$ cat config.mk
export PLATFORM = sky130hd
export DESIGN_NAME = user_input_conditioner_flat
export DESIGN_NICKNAME = d
export VERILOG_FILES = /design/src/rtl/user_input_conditioner_if.sv /design/src/rtl/user_input_conditioner.sv /design/src/flat_wrapper.sv
export SDC_FILE = /design/constraint.sdc
export NUM_CORES = 1
export LEC_CHECK = 0
export CAP_MARGIN = 25
export CORE_ASPECT_RATIO = 0.6
export CORE_MARGIN = 2
export CORE_UTILIZATION = 40
export DETAILED_ROUTE_END_ITERATION = 6
export MAX_ROUTING_LAYER = met4
export SLEW_MARGIN = 5
export SYNTH_ARGS = -nofsm -noshare
export SYNTH_HDL_FRONTEND = slang
export SYNTH_SLANG_ARGS = --single-unit
$ cat constraint.sdc
create_clock -name clock -period 6.53 [get_ports clock]
set_input_delay 0.9795 -clock clock [delete_from_list [all_inputs] [get_ports clock]]
set_output_delay 0.9795 -clock clock [all_outputs]
set_load 0.1 [all_outputs]
$ cat src/rtl/user_input_conditioner_if.sv
// Signal bundle between the raw DE0 switch/button pins and the conditioned game-side outputs.
// The master drives the raw pins; the slave (the conditioner) returns the clean signals.
interface user_input_conditioner_if #(
  parameter int unsigned SW_WIDTH  = 8,
  parameter int unsigned BTN_COUNT = 3
);
  logic [SW_WIDTH-1:0]  sw_raw;
  logic [BTN_COUNT-1:0] button_n_raw;
  logic [SW_WIDTH-1:0]  sw_stable;
  logic [BTN_COUNT-1:0] button_level;
  logic [BTN_COUNT-1:0] button_press;
  logic [SW_WIDTH-1:0]  guess;
  logic                 guess_valid;

  modport master (
    output sw_raw,
    output button_n_raw,
    input  sw_stable,
    input  button_level,
    input  button_press,
    input  guess,
    input  guess_valid
  );

  modport slave (
    input  sw_raw,
    input  button_n_raw,
    output sw_stable,
    output button_level,
    output button_press,
    output guess,
    output guess_valid
  );
endinterface

$ cat src/rtl/user_input_conditioner.sv
// Input stage for Flippin' Bits: synchronises and debounces switches and push-buttons,
// emits press pulses and latches the player's guess on a BUTTON[0] submit.
module user_input_conditioner #(
  parameter int unsigned SW_WIDTH        = 8,
  parameter int unsigned BTN_COUNT       = 3,
  parameter int unsigned DEBOUNCE_CYCLES = 500000,
  parameter int unsigned CNT_WIDTH       = 19
) (
  input logic                    clock,
  input logic                    reset,
  user_input_conditioner_if.slave io
);

  localparam logic [CNT_WIDTH-1:0] CntMax = CNT_WIDTH'(DEBOUNCE_CYCLES - 1);

  logic [SW_WIDTH-1:0]  sw_q1, sw_q2;
  logic [BTN_COUNT-1:0] btn_n_q1, btn_n_q2, btn_s;

  logic [BTN_COUNT-1:0][CNT_WIDTH-1:0] cnt_q, cnt_d;
  logic [BTN_COUNT-1:0] level_q, level_d, press_q, press_d;

  logic [CNT_WIDTH-1:0] swc_q, swc_d;
  logic [SW_WIDTH-1:0]  sw_stable_q, sw_stable_d;
  logic [SW_WIDTH-1:0]  guess_q, guess_d;
  logic                 guess_valid_q, guess_valid_d;

  // Button sync stages idle high so a held button after reset is seen as a fresh press.
  always_ff @(posedge clock or posedge reset) begin
    if (reset) begin
      sw_q1    <= '0;
      sw_q2    <= '0;
      btn_n_q1 <= '1;
      btn_n_q2 <= '1;
    end else begin
      sw_q1    <= io.sw_raw;
      sw_q2    <= sw_q1;
      btn_n_q1 <= io.button_n_raw;
      btn_n_q2 <= btn_n_q1;
    end
  end

  assign btn_s = ~btn_n_q2;

  always_comb begin
    cnt_d   = '0;
    level_d = level_q;
    press_d = '0;
    for (int i = 0; i < int'(BTN_COUNT); i++) begin
      if (btn_s[i] != level_q[i]) begin
        if (cnt_q[i] == CntMax) begin
          level_d[i] = btn_s[i];
          press_d[i] = btn_s[i];
        end else begin
          cnt_d[i] = cnt_q[i] + 1'b1;
        end
      end
    end
  end

  // sw_q1 is next cycle's sw_s, so comparing it with sw_q2 makes swc read 0 in the very
  // cycle sw_s differs from its previous value.
  always_comb begin
    swc_d = swc_q;
    if (sw_q1 != sw_q2) begin
      swc_d = '0;
    end else if (swc_q != CntMax) begin
      swc_d = swc_q + 1'b1;
    end
  end

  always_comb begin
    sw_stable_d = sw_stable_q;
    if (swc_q == CntMax) begin
      sw_stable_d = sw_q2;
    end
  end

  // Capture the press-cycle sw_stable; later switch motion cannot leak into the guess.
  always_comb begin
    guess_d       = guess_q;
    guess_valid_d = press_q[0];
    if (press_q[0]) begin
      guess_d = sw_stable_q;
    end
  end

  always_ff @(posedge clock or posedge reset) begin
    if (reset) begin
      cnt_q         <= '0;
      level_q       <= '0;
      press_q       <= '0;
      swc_q         <= '0;
      sw_stable_q   <= '0;
      guess_q       <= '0;
      guess_valid_q <= 1'b0;
    end else begin
      cnt_q         <= cnt_d;
      level_q       <= level_d;
      press_q       <= press_d;
      swc_q         <= swc_d;
      sw_stable_q   <= sw_stable_d;
      guess_q       <= guess_d;
      guess_valid_q <= guess_valid_d;
    end
  end

  assign io.sw_stable    = sw_stable_q;
  assign io.button_level = level_q;
  assign io.button_press = press_q;
  assign io.guess        = guess_q;
  assign io.guess_valid  = guess_valid_q;

endmodule

$ cat src/flat_wrapper.sv
// flat-port wrapper written by rule: the top's interface ports become plain ports
module user_input_conditioner_flat 
#(
  parameter int unsigned SW_WIDTH        = 8,
  parameter int unsigned BTN_COUNT       = 3,
  parameter int unsigned DEBOUNCE_CYCLES = 500000,
  parameter int unsigned CNT_WIDTH       = 19
)
  (clock, reset, io_sw_raw, io_button_n_raw, io_sw_stable, io_button_level, io_button_press, io_guess, io_guess_valid);
  user_input_conditioner_if #(.SW_WIDTH(SW_WIDTH), .BTN_COUNT(BTN_COUNT)) io_i ();
  input logic clock;
  input logic reset;
  input wire logic [$bits(io_i.sw_raw)-1:0] io_sw_raw;
  input wire logic [$bits(io_i.button_n_raw)-1:0] io_button_n_raw;
  output wire logic [$bits(io_i.sw_stable)-1:0] io_sw_stable;
  output wire logic [$bits(io_i.button_level)-1:0] io_button_level;
  output wire logic [$bits(io_i.button_press)-1:0] io_button_press;
  output wire logic [$bits(io_i.guess)-1:0] io_guess;
  output wire logic [$bits(io_i.guess_valid)-1:0] io_guess_valid;
  assign io_i.sw_raw = io_sw_raw;
  assign io_i.button_n_raw = io_button_n_raw;
  assign io_sw_stable = io_i.sw_stable;
  assign io_button_level = io_i.button_level;
  assign io_button_press = io_i.button_press;
  assign io_guess = io_i.guess;
  assign io_guess_valid = io_i.guess_valid;
  user_input_conditioner #(.SW_WIDTH(SW_WIDTH), .BTN_COUNT(BTN_COUNT), .DEBOUNCE_CYCLES(DEBOUNCE_CYCLES), .CNT_WIDTH(CNT_WIDTH)) u_core (.clock(clock), .reset(reset), .io(io_i));
endmodule
# [After elaboration in Yosys (flattened, before gate mapping)]
# Cells that the tools add are included.
[op_classes] bitwise=1 add_sub_neg=4 muxes=14 reduce_logical=4 n_eq_ne=9
[op_table] op="$mux W19" count=8
[op_table] op="$add A19 B1 Y19 const B" count=4
[op_table] op="$eq A19 B19 Y1 const B" count=4
[op_table] op="$ne A19 B19 Y1 const B" count=1
[op_table] op="$ne A8 B8 Y1" count=1
[op_table] op="$mux W1" count=6
[op_table] op="$reduce_and A2 Y1" count=3
[op_table] op="$ne A1 B1 Y1" count=3
[op_table] op="$not A3 Y3" count=1
[op_table] op="$reduce_bool A2 Y1" count=1
[totals] input_bits=13 regBits=121

# [Longest topological paths before layout]
# Gate-level depths: netlist (run 1).
[logic_depth] ltp_word=3 mapped_depth=8

# [Worst setup path before layout (run 1)]
# Ideal clock, no wire load.
[synth_path] path_type="register -> register" from="register u_core.level_q[1] (netlist: u_core.io.button_level[1])" to="register u_core.cnt_q[29] (netlist bit)" stages_incl_launch_ff=6 period_less_slack_ns=1.919 setup_slack_ns=4.611 arrival_time_ns=1.798 n_path_buf=2 setup_time_ns=0.121 path_cell_list="dfrtp_1 -> xor2_1 -> nand2b_1 -> clkbuf_1 -> buf_2 -> nor2_1"
[synth_rtl] item="start: declaration" line_no="user_input_conditioner.sv:20" text="logic [BTN_COUNT-1:0] level_q, level_d, press_q, press_d;"
[synth_rtl] item="start signal: assignment" line_no="user_input_conditioner.sv:98" text="level_q <= level_d;"
[synth_rtl] item="end signal: assignment" line_no="user_input_conditioner.sv:97" text="cnt_q <= cnt_d;"
[synth_rtl] item="end: declaration" line_no="user_input_conditioner.sv:19" text="logic [BTN_COUNT-1:0][CNT_WIDTH-1:0] cnt_q, cnt_d;"

# [Worst setup path after layout (run 1)]
[layout_path] from="register u_core.press_q[0] (netlist: u_core.io.button_press[0])" to="output port io_button_press[0]"
[layout_rtl] item="start: declaration" line_no="user_input_conditioner.sv:20"
[layout_rtl] item="start signal: assignment" line_no="user_input_conditioner.sv:99" text="press_q <= press_d;"
[layout_rtl] item="end: declaration" line_no="flat_wrapper.sv:17" text="output wire logic [$bits(io_i.button_press)-1:0] io_button_press;"
# No word-level cell between the ends.

==> run_results.csv, run 1 <==
group,metric,value,unit
critical_path,r2r_end,"u_core.cnt_q[3]",
clocking,cts_htree_levels,4,
critical_path,r2r_cells,5,
critical_path,timing.critical_path.slowest_cell_delay,1220,ps
floorplanning,die_x,150.7,um
critical_path,start_kind,"flip-flop",
timing,max_slew.worst_pin.slew,1023,ps
floorplanning,die_y,92.03,um
timing,period_needed,3221,ps
cells_and_area,finalNetCount,531,
min_path,min_path_cells,0,
global_routing,grt_pass1_wl,16560,um
global_routing,track_usage,0.1583,
synth,ys_warn_count,0,
critical_path,worstPathArrival,2240,ps
timing,setup_ws,3309,ps
clocking,postCtsSetupBuffers,0,
critical_path,rrSetupSlack,4240,ps
synth,syn_area_per_cell,11.06,sq um
global_routing,grt_pass1_vias,3327,
power_and_ir_drop,peakVddDrop,0.1370,mV
synth,synth_cell_types,34,
critical_path,end_kind,"output port",
synth,netlist_instances,467,
floorplanning,die-area,0.01387,sq mm
flow_run,drv_cap,0,
cells_and_area,antenna_cells,0,
routing,dr_total_vias,3422,
critical_path,cp_max_fo,10,
place,io_buffer_count,35,
place,place.gp.congestion,0.8297,
routing,wl_per_cell,13.94,um
power_and_ir_drop,p_leak,2.679,nW
routing,drcViolationCount,0,
global_routing,grt_antenna_before_repair,0,
routing,drt_iter0_markers,202,
floorplanning,initial_core_util,0.4058,
min_path,worstHoldStart,"u_core.btn_n_q1[1]",
timing,slew_viol_final,0,
synth,syn_area,0.005166,sq mm
place,dpl_worst_slack,3665,ps
clocking,cts_sinks,121,
clocking,clk-insertion-delay-late,410,ps
clocking,cts_hold_buf,0,
routing,ant_nets,0,
routing,first_pass_iters,5,
clocking,cts_tree,"done",
timing,max_slew_margin,0.3156,
timing,rsz0062_at_grt,"no",
cells_and_area,area_growth,21.70,%
floorplanning,rows,32,
cells_and_area,multi_input_area,0.002042,sq mm
timing,finalCritPeriodShare,0.4932,
timing,clock_skew,8.262,ps
cells_and_area,drive_gt1_frac,0.1139,
power_and_ir_drop,fin_total_pwr,1.760,mW
min_path,hold_path_end,"u_core.btn_n_q2[1]",
global_routing,overflow,0,
synth,syn_nets,484,
clocking,cts_buffers,17,
timing,hold_viol,0,
critical_path,cpLargestDelayFamily,"buffers and inverters",
clocking,clock_path_buffers,2,
timing,fmax,310.5,MHz
min_path,hp-class,"flip-flop to flip-flop",
synth,ys_ff_latch,121,
clocking,clkTransAtPathRegs,60,ps
clocking,cts_resized,0,
global_routing,grt_max_degree,65,
status,outcome,"finished, final reports clean",
clocking,cts_root_buffer,"clkbuf_16",
floorplanning,ios,36,
floorplanning,coreArea,0.01273,sq mm
routing,routed_wl,9717,um
cells_and_area,fillCellCount,1142,
cells_and_area,register_area,0.003035,sq mm
critical_path,worstPathCellList,"clkdlybuf4s50_1",
critical_path,reg2reg_from,"u_core.cnt_q[14]",
critical_path,crit_buf_inv,1,
critical_path,crit_required,5550,ps
timing,setup_viol,0,
power_and_ir_drop,powerDensity,279.9,mW/mm^2
place,hpwl,6417,um
routing,via_per_inst,4.910,
critical_path,critPathSlowestCell,"clkdlybuf4s50_1",
timing,fin_setup_tns,0,ps
synth,yosysSeqAreaShare,0.5876,
cells_and_area,postLayoutCoreUtil,0.4938,
critical_path,critical_path_class,"flip-flop to output port",
cell usage in the layout, fill, tap and decap left out, types with 12 or more instances in the layout:
cell type / instances
nand3_1: 27
mux2_2: 16
nand4_1: 20
clkbuf_16: 17
nor3_1: 12
xor2_1: 51
nor2_1: 91
xnor2_1: 27
dfrtp_1: 115
clkdlybuf4s50_1: 35
nand2_1: 31
stage by stage:
step | instance area (sq um) | hold WS (ps) | cells
2_1_floorplan | 5166 | 345.2 | 467
3_3_place_gp | 5684 | 345.9 | 665
3_5_place_dp | 5684 | 347.9 | 665
4_1_cts | 6287 | 356.1 | 697
5_1_grt | 6287 | 361.8 | 697
6_report | 6287 | 354.5 | 697
layout make-up:
class / instances / share of cell area
clock buffers: 17 / 0.06766
flip-flops and latches: 121 / 0.4828
multi-input cells: 330 / 0.3248
clock inverters: 15 / 0.02826
well taps: 170 / 0.03383
repair buffers: 37 / 0.05811
inverters: 7 / 0.004577
synth_stat cells:
cell type	n	area [sq um]
nand2_1	31	116.4
xnor2_1	27	236.5
xor2_1	51	446.7
and4b_1	1	10.01
nand4_1	20	125.1
inv_1	7	26.28
mux2i_1	1	10.01
nor3b_1	1	7.510
or4b_1	1	10.01
or4_1	1	7.510
and2_0	1	6.260
nand3_1	27	135.1
buf_2	4	20.02
nor4b_1	3	26.28
and4_1	4	35.03
dfrtp_1	115	2878
or2_2	2	12.51
buf_12	1	20.02
nor4_1	10	62.56
or3_1	1	6.260
nand2b_1	2	12.51
nor4bb_1	2	20.02
buf_6	1	11.26
clkbuf_1	3	11.26
and3_2	1	7.510
nor3_1	12	60.06
nand4b_1	1	8.760
mux2_2	16	180.2
and3_1	10	62.56
a21oi_1	3	15.01
dfstp_2	6	157.7
nor2_1	91	341.6
o21ai_0	6	30.03
ha_1	4	50.05
worst max path at each step:
stage	from	to	cells after the start
after floorplan	reset	u_core.cnt_q[0]	1
after global placement	reset	u_core.cnt_q[21]	3
after detailed placement	reset	u_core.cnt_q[21]	3
after CTS	u_core.io.button_press[0]	io_button_press[0]	1
after global routing	u_core.io.button_press[0]	io_button_press[0]	1
final	u_core.io.button_press[0]	io_button_press[0]	1
metal layers:
| layer | part of all wire | GRT usage | vias up |
|---|---|---|---|
| li1 | - | - | 1686 |
| met1 | 0.52 | 0.2294 | 1661 |
| met2 | 0.42 | 0.2061 | 64 |
| met3 | 0.049 | 0.05025 | 11 |
| met4 | 0.010 | 0.05841 | 0 |
| met5 | 0 | - | - |
where the power goes:
group	leakage (nW)	total (mW)	switching (mW)	internal, mW
sequential	1.63	0.773	0.00992	0.763
clock	0.281	0.946	0.346	0.599
combinational	0.772	0.0407	0.0264	0.0143
total	2.68	1.76	0.382	1.38
registers in the layout, indices dropped and copies added, names as in the netlist:
name                    flops
u_core.cnt_q               57
u_core.swc_q               19
u_core.io.guess             8
u_core.io.sw_stable         8
u_core.sw_q1                8
u_core.sw_q2                8
u_core.btn_n_q1             3
u_core.btn_n_q2             3
u_core.io.button_level      3
u_core.io.button_press      3
u_core.io.guess_valid       1
logic make-up (layout without fill, tap and decap cells):
kind of cell / Yosys count / count (layout) / share of synthesized area
fa+ha+maj: 4 / 4 / 0.009688
buf+inv: 16 / 76 / 0.01720
simple gates: 222 / 222 / 0.2078
mux: 17 / 17 / 0.03681
xor+xnor: 78 / 78 / 0.1322
compound gates: 9 / 9 / 0.008718
flops: 121 / 121 / 0.5876
(Power assumes the default switching activity.)
==> run 2: changes to the inputs <==
Clock period 6.53 ns to 3.01 ns, I/O delays scaled along.
==> run_results.csv, run 2 (synthesis results as in run 1) <==
group,metric,value,unit
critical_path,critPathSlowestCell,"or4_1",
critical_path,crit_required,3270,ps
clocking,cts_buffers,17,
cells_and_area,area_growth,21.31,%
routing,via_per_inst,4.918,
min_path,min_path_cells,0,
cells_and_area,layout_commonest_cell,"dfrtp_1",
cells_and_area,drive_gt1_frac,0.1575,
critical_path,r2r_cells,5,
clocking,clkTransAtPathRegs,60,ps
power_and_ir_drop,peakVddDrop,0.3357,mV
floorplanning,die-area,0.01387,sq mm
routing,dr_total_vias,3428,
clocking,cts_sinks,121,
cells_and_area,antenna_cells,0,
clocking,cts_htree_levels,4,
routing,drcViolationCount,0,
critical_path,timing.critical_path.slowest_cell_delay,530,ps
timing,hold_viol,0,
clocking,cts_root_buffer,"clkbuf_16",
cells_and_area,final_cell_mix,"dfrtp_1 (115), nor2_1 (91), xor2_1 (51), nand2_1 (31)",
global_routing,track_usage,0.1577,
power_and_ir_drop,powerDensity,621.6,mW/mm^2
critical_path,worstPathArrival,2450,ps
routing,first_pass_iters,5,
floorplanning,coreArea,0.01273,sq mm
power_and_ir_drop,fin_total_pwr,3.896,mW
routing,routed_wl,9502,um
place,io_buffer_count,35,
timing,max_slew_margin,0.4633,
global_routing,grt_antenna_before_repair,0,
floorplanning,die_x,150.7,um
clocking,postCtsSetupBuffers,0,
timing,clock_skew,7.823,ps
critical_path,critical_path_class,"flip-flop to flip-flop",
cells_and_area,fillCellCount,1113,
critical_path,worstPathCellList,"or4_1 > nor4_1 > nand2_1 > nand2b_1 > nor2_1",
routing,ant_nets,0,
timing,max_slew.worst_pin.slew,797.6,ps
critical_path,start_kind,"flip-flop",
cells_and_area,reg_top3,"u_core.cnt_q: 57 flops, u_core.swc_q: 19 flops",
timing,setup_ws,815.1,ps
floorplanning,die_y,92.03,um
timing,period_needed,2195,ps
global_routing,grt_max_degree,122,
clocking,cts_resized,0,
clocking,cts_hold_buf,0,
cells_and_area,largest_register_ffs,57,
min_path,hp-class,"flip-flop to flip-flop",
timing,fmax,455.6,MHz
critical_path,cp_max_fo,18,
power_and_ir_drop,p_leak,2.745,nW
clocking,cts_tree,"done",
timing,setup_viol,0,
global_routing,grt_pass1_vias,3415,
clocking,clk-insertion-delay-late,410,ps
place,hpwl,6156,um
timing,finalCritPeriodShare,0.7292,
timing,fin_setup_tns,0,ps
clocking,clock_path_buffers,2,
status,outcome,"finished, final reports clean",
flow_run,drv_cap,0,
routing,drt_iter0_markers,182,
critical_path,end_kind,"flip-flop",
timing,slew_viol_final,0,
floorplanning,ios,36,
floorplanning,rows,32,
place,dpl_worst_slack,816.4,ps
place,place.gp.congestion,0.7951,
global_routing,overflow,0,
timing,rsz0062_at_grt,"no",
cells_and_area,finalNetCount,531,
cells_and_area,regMostFlops,"u_core.cnt_q",
routing,wl_per_cell,13.63,um
global_routing,grt_pass1_wl,16610,um
floorplanning,initial_core_util,0.4058,
## run 2: cell count changes in the layout (fill, tap and decap cells not counted), sizes merged
cell,delta
inv,-1
clkdlybuf4s50,-23
clkinv,+1
bufinv,+1
clkinvlp,-1
buf,+23
## run 2: final cells by class
cell class / count / area (sq um) / share of cell area
clock buffers: 17 / 425.4 / 0.06788
repair buffers: 37 / 320.3 / 0.05111
well taps: 170 / 212.7 / 0.03394
clock inverters: 15 / 201.4 / 0.03214
flip-flops and latches: 121 / 3035 / 0.4843
inverters: 7 / 30.03 / 0.004791
multi-input cells: 330 / 2042 / 0.3258
## run 2: metrics by stage
stage	hold WS, ps	util	cells	cell area, sq um
after floorplan	345.2	-	467	5170
after global placement	348.7	0.4430	665	5640
after detailed placement	348.7	0.4430	665	5640
after CTS	356.8	0.4922	697	6267
after global routing	359.2	0.4922	697	6267
final	355.0	0.4922	697	6267
## run 2: per-layer routing
| metal | vias up | wire (um) | global-route usage |
|---|---|---|---|
| met1 | 1665 | 5047 | 0.2292 |
| li1 | 1684 | - | - |
| met4 | 0 | 123 | 0.06308 |
| met5 | - | 0 | - |
| met3 | 10 | 408 | 0.04677 |
| met2 | 69 | 3923 | 0.2045 |
## run 2: final timing paths
check | end | slack [ps] | startpoint
hold reg to reg | u_core.btn_n_q2[1] | 350 | u_core.btn_n_q1[1]
setup / recovery | u_core.cnt_q[15] | 820 | u_core.cnt_q[14]
setup reg to reg | u_core.cnt_q[15] | 820 | u_core.cnt_q[14]
min in group asynchronous | u_core.cnt_q[1] | 560 | reset
max in group asynchronous | u_core.swc_q[7] | 1960 | reset
hold / removal | u_core.btn_n_q2[1] | 350 | u_core.btn_n_q1[1]
## run 2: where the power goes
part           switching (mW)  internal (mW)  leakage [nW]
Sequential             0.0218           1.66          1.63
Clock                   0.742           1.39         0.299
Combinational          0.0576         0.0329         0.820
Total                   0.821           3.07          2.74
## run 2: critical path: cells and delay by family, from the launching register on
| family | cells | cell delay (ps) |
|---|---|---|
| flip-flops | 1 | 420 |
| AND/OR/NAND/NOR | 5 | 1630 |
==> run 3: changes to the inputs <==
Clock period 3.01 ns to 2.03 ns, I/O delays scaled along.
==> run_results.csv, run 3 (synthesis results as in run 1) <==
group,metric,value,unit
status,outcome,"finished, final reports clean",
critical_path,critical_path_class,"flip-flop to flip-flop",
critical_path,r2r_cells,6,
routing,via_per_inst,4.915,
cells_and_area,layout_commonest_cell,"dfrtp_1",
floorplanning,die_x,150.7,um
min_path,worstHoldStart,"io_button_n_raw[2]",
routing,dr_total_vias,3465,
place,io_buffer_count,35,
floorplanning,die-area,0.01387,sq mm
global_routing,grt_pass1_wl,17010,um
clocking,cts_htree_levels,4,
power_and_ir_drop,peakVddDrop,0.5672,mV
power_and_ir_drop,p_clk_frac,0.530,
floorplanning,coreArea,0.01273,sq mm
cells_and_area,fillCellCount,1158,
timing,setup_viol,0,
timing,max_slew.worst_pin.slew,548.4,ps
min_path,hold_path_end,"u_core.btn_n_q1[2]",
power_and_ir_drop,combPwrFrac,0.026,
place,place.gp.congestion,0.8006,
place,hpwl,6300,um
clocking,cts_tree,"done",
clocking,clk-insertion-delay-late,410,ps
timing,clock_skew,8.617,ps
flow_run,drv_cap,0,
power_and_ir_drop,p_sw_frac,0.2095,
cells_and_area,design_area,0.006336,sq mm
power_and_ir_drop,internal_power,4.426,mW
timing,fmax,511.8,MHz
timing,max_slew_margin,0.6310,
floorplanning,initial_core_util,0.4058,
routing,ant_nets,0,
global_routing,overflow,0,
place,dpl_cell_area,0.005731,sq mm
power_and_ir_drop,p_sw,1.173,mW
critical_path,r2r_end,"u_core.cnt_q[16]",
routing,wl_per_cell,13.62,um
timing,hold_viol,0,
critical_path,worstPathArrival,2240,ps
routing,first_pass_iters,5,
routing,routed_wl,9603,um
floorplanning,die_y,92.03,um
critical_path,cp_max_fo,18,
floorplanning,ios,36,
clocking,clkTransAtPathRegs,60,ps
critical_path,end_kind,"flip-flop",
global_routing,track_usage,0.1617,
cells_and_area,antenna_cells,0,
clocking,cts_root_buffer,"clkbuf_16",
cells_and_area,finalNetCount,539,
critical_path,reg2reg_from,"u_core.cnt_q[14]",
floorplanning,rows,32,
routing,drcViolationCount,0,
routing,drt_iter0_markers,123,
global_routing,grt_max_degree,64,
clocking,cts_sinks,121,
global_routing,grt_pass1_vias,3583,
cells_and_area,drive_gt1_frac,0.1720,
global_routing,grt_antenna_before_repair,0,
timing,holdWs,314.6,ps
power_and_ir_drop,powerDensity,883.7,mW/mm^2
power_and_ir_drop,p_leak,2.782,nW
cells_and_area,largest_register_ffs,57,
critical_path,rrSetupSlack,80,ps
power_and_ir_drop,p_seq_frac,0.444,
critical_path,start_kind,"flip-flop",
place,dpl_worst_slack,81.64,ps
clocking,cts_hold_buf,0,
cells_and_area,final_cell_mix,"dfrtp_1 (115), nor2_1 (91), xor2_1 (51), nand2_1 (31), buf_4 (29)",
clocking,clock_path_buffers,2,
cells_and_area,regMostFlops,"u_core.cnt_q",
timing,slew_viol_final,0,
cells_and_area,area_growth,22.64,%
critical_path,crit_required,2320,ps
timing,setup_ws,76.09,ps
min_path,min_path_cells,1,
cells_and_area,reg_top3,"u_core.cnt_q: 57 flops, u_core.swc_q: 19 flops",
clocking,cts_buffers,17,
timing,fin_setup_tns,0,ps
timing,period_needed,1954,ps
min_path,hp-class,"input port to flip-flop",
timing,finalCritPeriodShare,0.9625,
==> run 3: cell count changes in the layout (fill, tap and decap cells not counted), sizes merged <==
cell / change
buf: +8
bufinv: -1
clkbuf: +1
clkinv: +1
inv: -1
==> run 3: area by class of cell <==
type | count | area, sq um | share of cell area
clock inverters | 14 | 156.4 | 0.02468
repair buffers | 45 | 417.9 | 0.06596
inverters | 7 | 30.03 | 0.004739
well taps | 170 | 212.7 | 0.03357
multi-input cells | 330 | 2054 | 0.3242
flip-flops and latches | 121 | 3035 | 0.4791
clock buffers | 18 | 429.2 | 0.06773
==> run 3: power by group through the flow <==
stage / registers, mW / clock network, mW / logic, mW
finish: 2.49 / 2.96 / 0.146
global route: 2.49 / 3.15 / 0.166
CTS: 2.49 / 3.04 / 0.152
detailed placement: 2.53 / 0 / 0.151
global placement: 2.53 / 0 / 0.147
floorplan: 2.52 / 0 / 0.0952
==> run 3: worst max-delay path: stages (launching register included) <==
cell	delay, ps
dfrtp_1	410
or4_1	560
nor4_2	360
nand2_1	150
nand2b_1	150
buf_12	150
nor2_1	50
==> run 3: routing by layer <==
metal	GRT usage	wire length, um	vias up
met5	-	0	-
met4	0.06776	46	0
met3	0.03731	288	6
met2	0.2269	4251	37
met1	0.2259	5017	1717
li1	-	-	1705
==> run 3: worst max path at each step <==
stage                         startpoint                to  slack (ps)
2_1_floorplan  u_core.io.button_level[1]  u_core.cnt_q[29]         110
3_3_place_gp            u_core.cnt_q[14]  u_core.cnt_q[18]         200
3_5_place_dp            u_core.cnt_q[14]  u_core.cnt_q[16]          80
4_1_cts                 u_core.cnt_q[14]   u_core.cnt_q[5]          70
5_1_grt                 u_core.cnt_q[14]   u_core.cnt_q[6]         -20
6_report                u_core.cnt_q[14]  u_core.cnt_q[16]          80
==> run 3: timing repair <==
action,in CTS,in global routing
gates resized for setup,0,2
endpoints found under the setup margin,0,19
setup buffers,0,1
==> run 3: through the flow <==
stage	power, mW	instances	utilization
floorplan	2.617	467	-
global placement	2.675	672	0.4501
detailed placement	2.681	672	0.4501
CTS	5.684	704	0.4961
global route	5.809	705	0.4976
finish	5.599	705	0.4976
==> RTL edit 1 (settings of run 1) <==
Reset style: synchronous (`reset`), changed in 2 clocked blocks.
--- a/src/rtl/user_input_conditioner.sv
+++ b/src/rtl/user_input_conditioner.sv
@@ -27,3 +27,3 @@
   // Button sync stages idle high so a held button after reset is seen as a fresh press.
-  always_ff @(posedge clock or posedge reset) begin
+  always_ff @(posedge clock) begin
     if (reset) begin
@@ -86,3 +86,3 @@
 
-  always_ff @(posedge clock or posedge reset) begin
+  always_ff @(posedge clock) begin
     if (reset) begin
Function: same outputs for any inputs over 10 cycles, from zero or initial values and one cycle with reset high; that may be too few to reach the edited logic, so the function may still have changed.
==> RTL edit 1 against run 1 <==
Combinational power down 33%; final area is 3.6% lower; routed wire length is 6.0% higher; synthesized area shrank 3.2%; sequential cell count unchanged; worst setup slack about the same; clock skew up 2.6 ps; clock power is 4.1% lower; register-to-register slack barely moved; die area down 3.1%; power fell by 4.2%; cell count rose by 9.8%; critical endpoint unchanged; largest cell class is now multi-input gates.
==> RTL edit 1: results <==
[detailed_routing]
met3WireLength_um = 434
drt_first_iter_violations = 261
wl_met2_um = 4210
routedWlPerCell_um = 13.5
wl_met1_um = 5570
vias = 3986
first_pass_iters = 4
routed_wl_um = 10300

[placed_design]
place_inst = 735
dp_worst_setup_slack_ps = 3690
port_buffers = 35
routabilityCongestion = 0.866
post-dp-hpwl_um = 7010

[run_status]
status = "finished clean"

[setup_path]
slowest_stage = "clkdlybuf4s50_1"

[layout]
final.fill_count = 1117
final_nets = 606
drive_above_1_share = 0.0750
n_antenna_cell = 0
largestRegisters = "u_core.cnt_q: 57 flops, u_core.swc_q: 19 flops"

[pwr]
max-vdd-ir-drop_mv = 0.174
p_leak_uw = 0.00180

[timing]
finClkSkew_ps = 10.8
tightest_slew_ps = 977

[global_route]
grt_start_max_net_pins = 50
grt_pass1_vias = 3699
grt_pass1_wl_um = 17700
grtUsageTotal = 0.165

[yosys]
postSynthNetCount = 570
synth.area.top_cells = "dfxtp_1 48%, xnor2_1 7.9%, nor2_1 5.6%, nand3_1 3.3%, a21oi_1 2.9%"
synth_cell_types = 45
ys_seq_area_frac = 0.484
async_reset_ff_frac = 0
synth_common_cells = "121 x dfxtp_1, 75 x nor2_1, 45 x xnor2_1"
syn_avg_cell_area_um2 = 9.04
ys.flop_type = "dfxtp_1"

[clock_tree]
root_buffer = "clkbuf_16"
clk_pin_slew_ps = 50
-- RTL edit 1: layout make-up --
class,instances,area share
Timing Repair Buffer,37,0.0594
Inverter,17,0.0105
Tap cell,165,0.0341
Clock buffer,22,0.0799
Clock inverter,8,0.0157
Multi-Input combinational cell,395,0.401
Sequential cell,121,0.400
-- RTL edit 1: worst register-to-register path, delay by kind of cell, from the launching register on --
family           cells  cell delay (ps)
AO/OA/AOI/OAI        1              650
flip-flops           1              360
AND/OR/NAND/NOR      3             1130
-- RTL edit 1: cell families after synthesis --
group           count (synthesis)  share of synthesized area
simple gates                  258                      0.279
flops                         121                      0.484
compound gates                 66                     0.0778
xor+xnor                       59                      0.103
buf+inv                        37                     0.0295
mux                             8                     0.0160
fa+ha+maj                       4                     0.0100
-- RTL edit 1: worst paths after layout --
kind,from,endpoint,slack [ps],depth (start not counted)
worst max-delay path,u_core.io.button_press[0],io_button_press[0],3310,1
worst min-delay path,u_core.btn_n_q1[0],u_core.btn_n_q2[0],410,1
worst max register to register,u_core.cnt_q[30],u_core.cnt_q[22],4250,4
worst min register to register,u_core.btn_n_q1[0],u_core.btn_n_q2[0],410,1
-- RTL edit 1: report_power, final --
part	leakage [uW]	switching, uW	internal, uW
sequential	0.000979	5.05	746
combinational	0.000532	13.0	14.2
clock	0.000284	312	595
total	0.00180	330	1360
-- RTL edit 1: stage by stage --
step | hold WS (ps) | power (uW) | instance area (um2)
global placement | 398 | 794 | 5480
detailed placement | 400 | 794 | 5480
CTS | 416 | 1700 | 6060
finish | 412 | 1690 | 6060
floorplan | 389 | 782 | 5000
global route | 428 | 1740 | 6060
-- RTL edit 1: per-layer routing --
metal | global-route usage | vias to the layer above
met3 | 0.0455 | 9
met5 | - | -
met4 | 0.0532 | 0
li1 | - | 2021
met1 | 0.238 | 1889
met2 | 0.219 | 67
==> RTL edit 2 (settings of run 1) <==
Without the edit above. `DEBOUNCE_CYCLES` is set to 500000 in 2 places; all go to 262144.
--- a/src/rtl/user_input_conditioner.sv
+++ b/src/rtl/user_input_conditioner.sv
@@ -5,3 +5,3 @@
   parameter int unsigned BTN_COUNT       = 3,
-  parameter int unsigned DEBOUNCE_CYCLES = 500000,
+  parameter int unsigned DEBOUNCE_CYCLES = 262144,
   parameter int unsigned CNT_WIDTH       = 19
--- a/src/flat_wrapper.sv
+++ b/src/flat_wrapper.sv
@@ -5,3 +5,3 @@
   parameter int unsigned BTN_COUNT       = 3,
-  parameter int unsigned DEBOUNCE_CYCLES = 500000,
+  parameter int unsigned DEBOUNCE_CYCLES = 262144,
   parameter int unsigned CNT_WIDTH       = 19
Check against the original RTL: no difference found for any inputs over 10 cycles, from zero or initial values and one cycle with reset high; that may be too few to reach the edited logic, so the function may still have changed.
==> RTL edit 2 against run 1 <==
Sequential cell count did not move; via count barely moved; hold slack got worse by 7.3 ps; worst setup slack worse by 5.7 ps; sequential power barely moved; clock skew up 1.9 ps; final area down 1.6%; synthesized area is 1.4% lower; routed wire length rose by 1.5%; power fell by 3.5%.
==> RTL edit 2: results <==
[setup_path]
r2r_slack_ps = 3890

[run_status]
status = "finished clean"

[layout]
multi_input_cells = 321
clk_share = 0.0910
nNonClkInverters = 5
seq-cell-share = 0.491
n_clock_buffer = 19
drive_above_1_share = 0.120
finish.cell_count_without_fillers = 681

[detailed_routing]
routed_wl_um = 9860
drt_first_iter_violations = 179

[global_route]
grt_pass1_vias = 3495
grtUsageTotal = 0.165
grt_pass1_wl_um = 17100

[timing]
finalWorstSetupSlack_ps = 3300
relSlewSlack = 0.340

[yosys]
synthesis.area_um2 = 5100
synth-compound-area-share = 0.0341
synth_cell_types = 41
yosysTopAreaCellShare = 0.565
synth.area.top_cells = "dfrtp_1 56%, nor2_1 6.2%, xor2_1 6.0%, xnor2_1 5.8%, mux2_2 3.5%"
synthMuxAreaShare = 0.0354
synth_common_cells = "115 x dfrtp_1, 84 x nor2_1, 35 x xor2_1"
ys_seq_area_frac = 0.596

[pwr]
p_leak_uw = 0.00260

[placed_design]
dp_worst_setup_slack_ps = 3680
place_inst = 648
routabilityCongestion = 0.780
[RTL edit 2: report_power, final]
group	leakage [uW]	internal (uW)	switching, uW
clock	0.000270	535	348
combinational	0.000708	14.3	26.9
sequential	0.00163	763	10.2
[RTL edit 2: worst paths after layout]
kind | start | end | cells past startpoint
worst min-delay path | u_core.btn_n_q1[0] | u_core.btn_n_q2[0] | 0
min in group asynchronous | reset | u_core.io.button_level[1] | 2
max in group asynchronous | reset | u_core.cnt_q[0] | 3
worst max register to register | u_core.cnt_q[0] | u_core.cnt_q[5] | 6
worst min register to register | u_core.btn_n_q1[0] | u_core.btn_n_q2[0] | 0
worst max-delay path | u_core.io.button_press[0] | io_button_press[0] | 1
[RTL edit 2: per-layer routing]
metal	share of wire	global-route usage	wire length, um	vias up
met4	0.013	0.0763	126	0
met5	0	-	0	-
met3	0.035	0.0387	349	12
li1	-	-	-	1654
met1	0.52	0.232	5160	1701
met2	0.43	0.227	4230	56
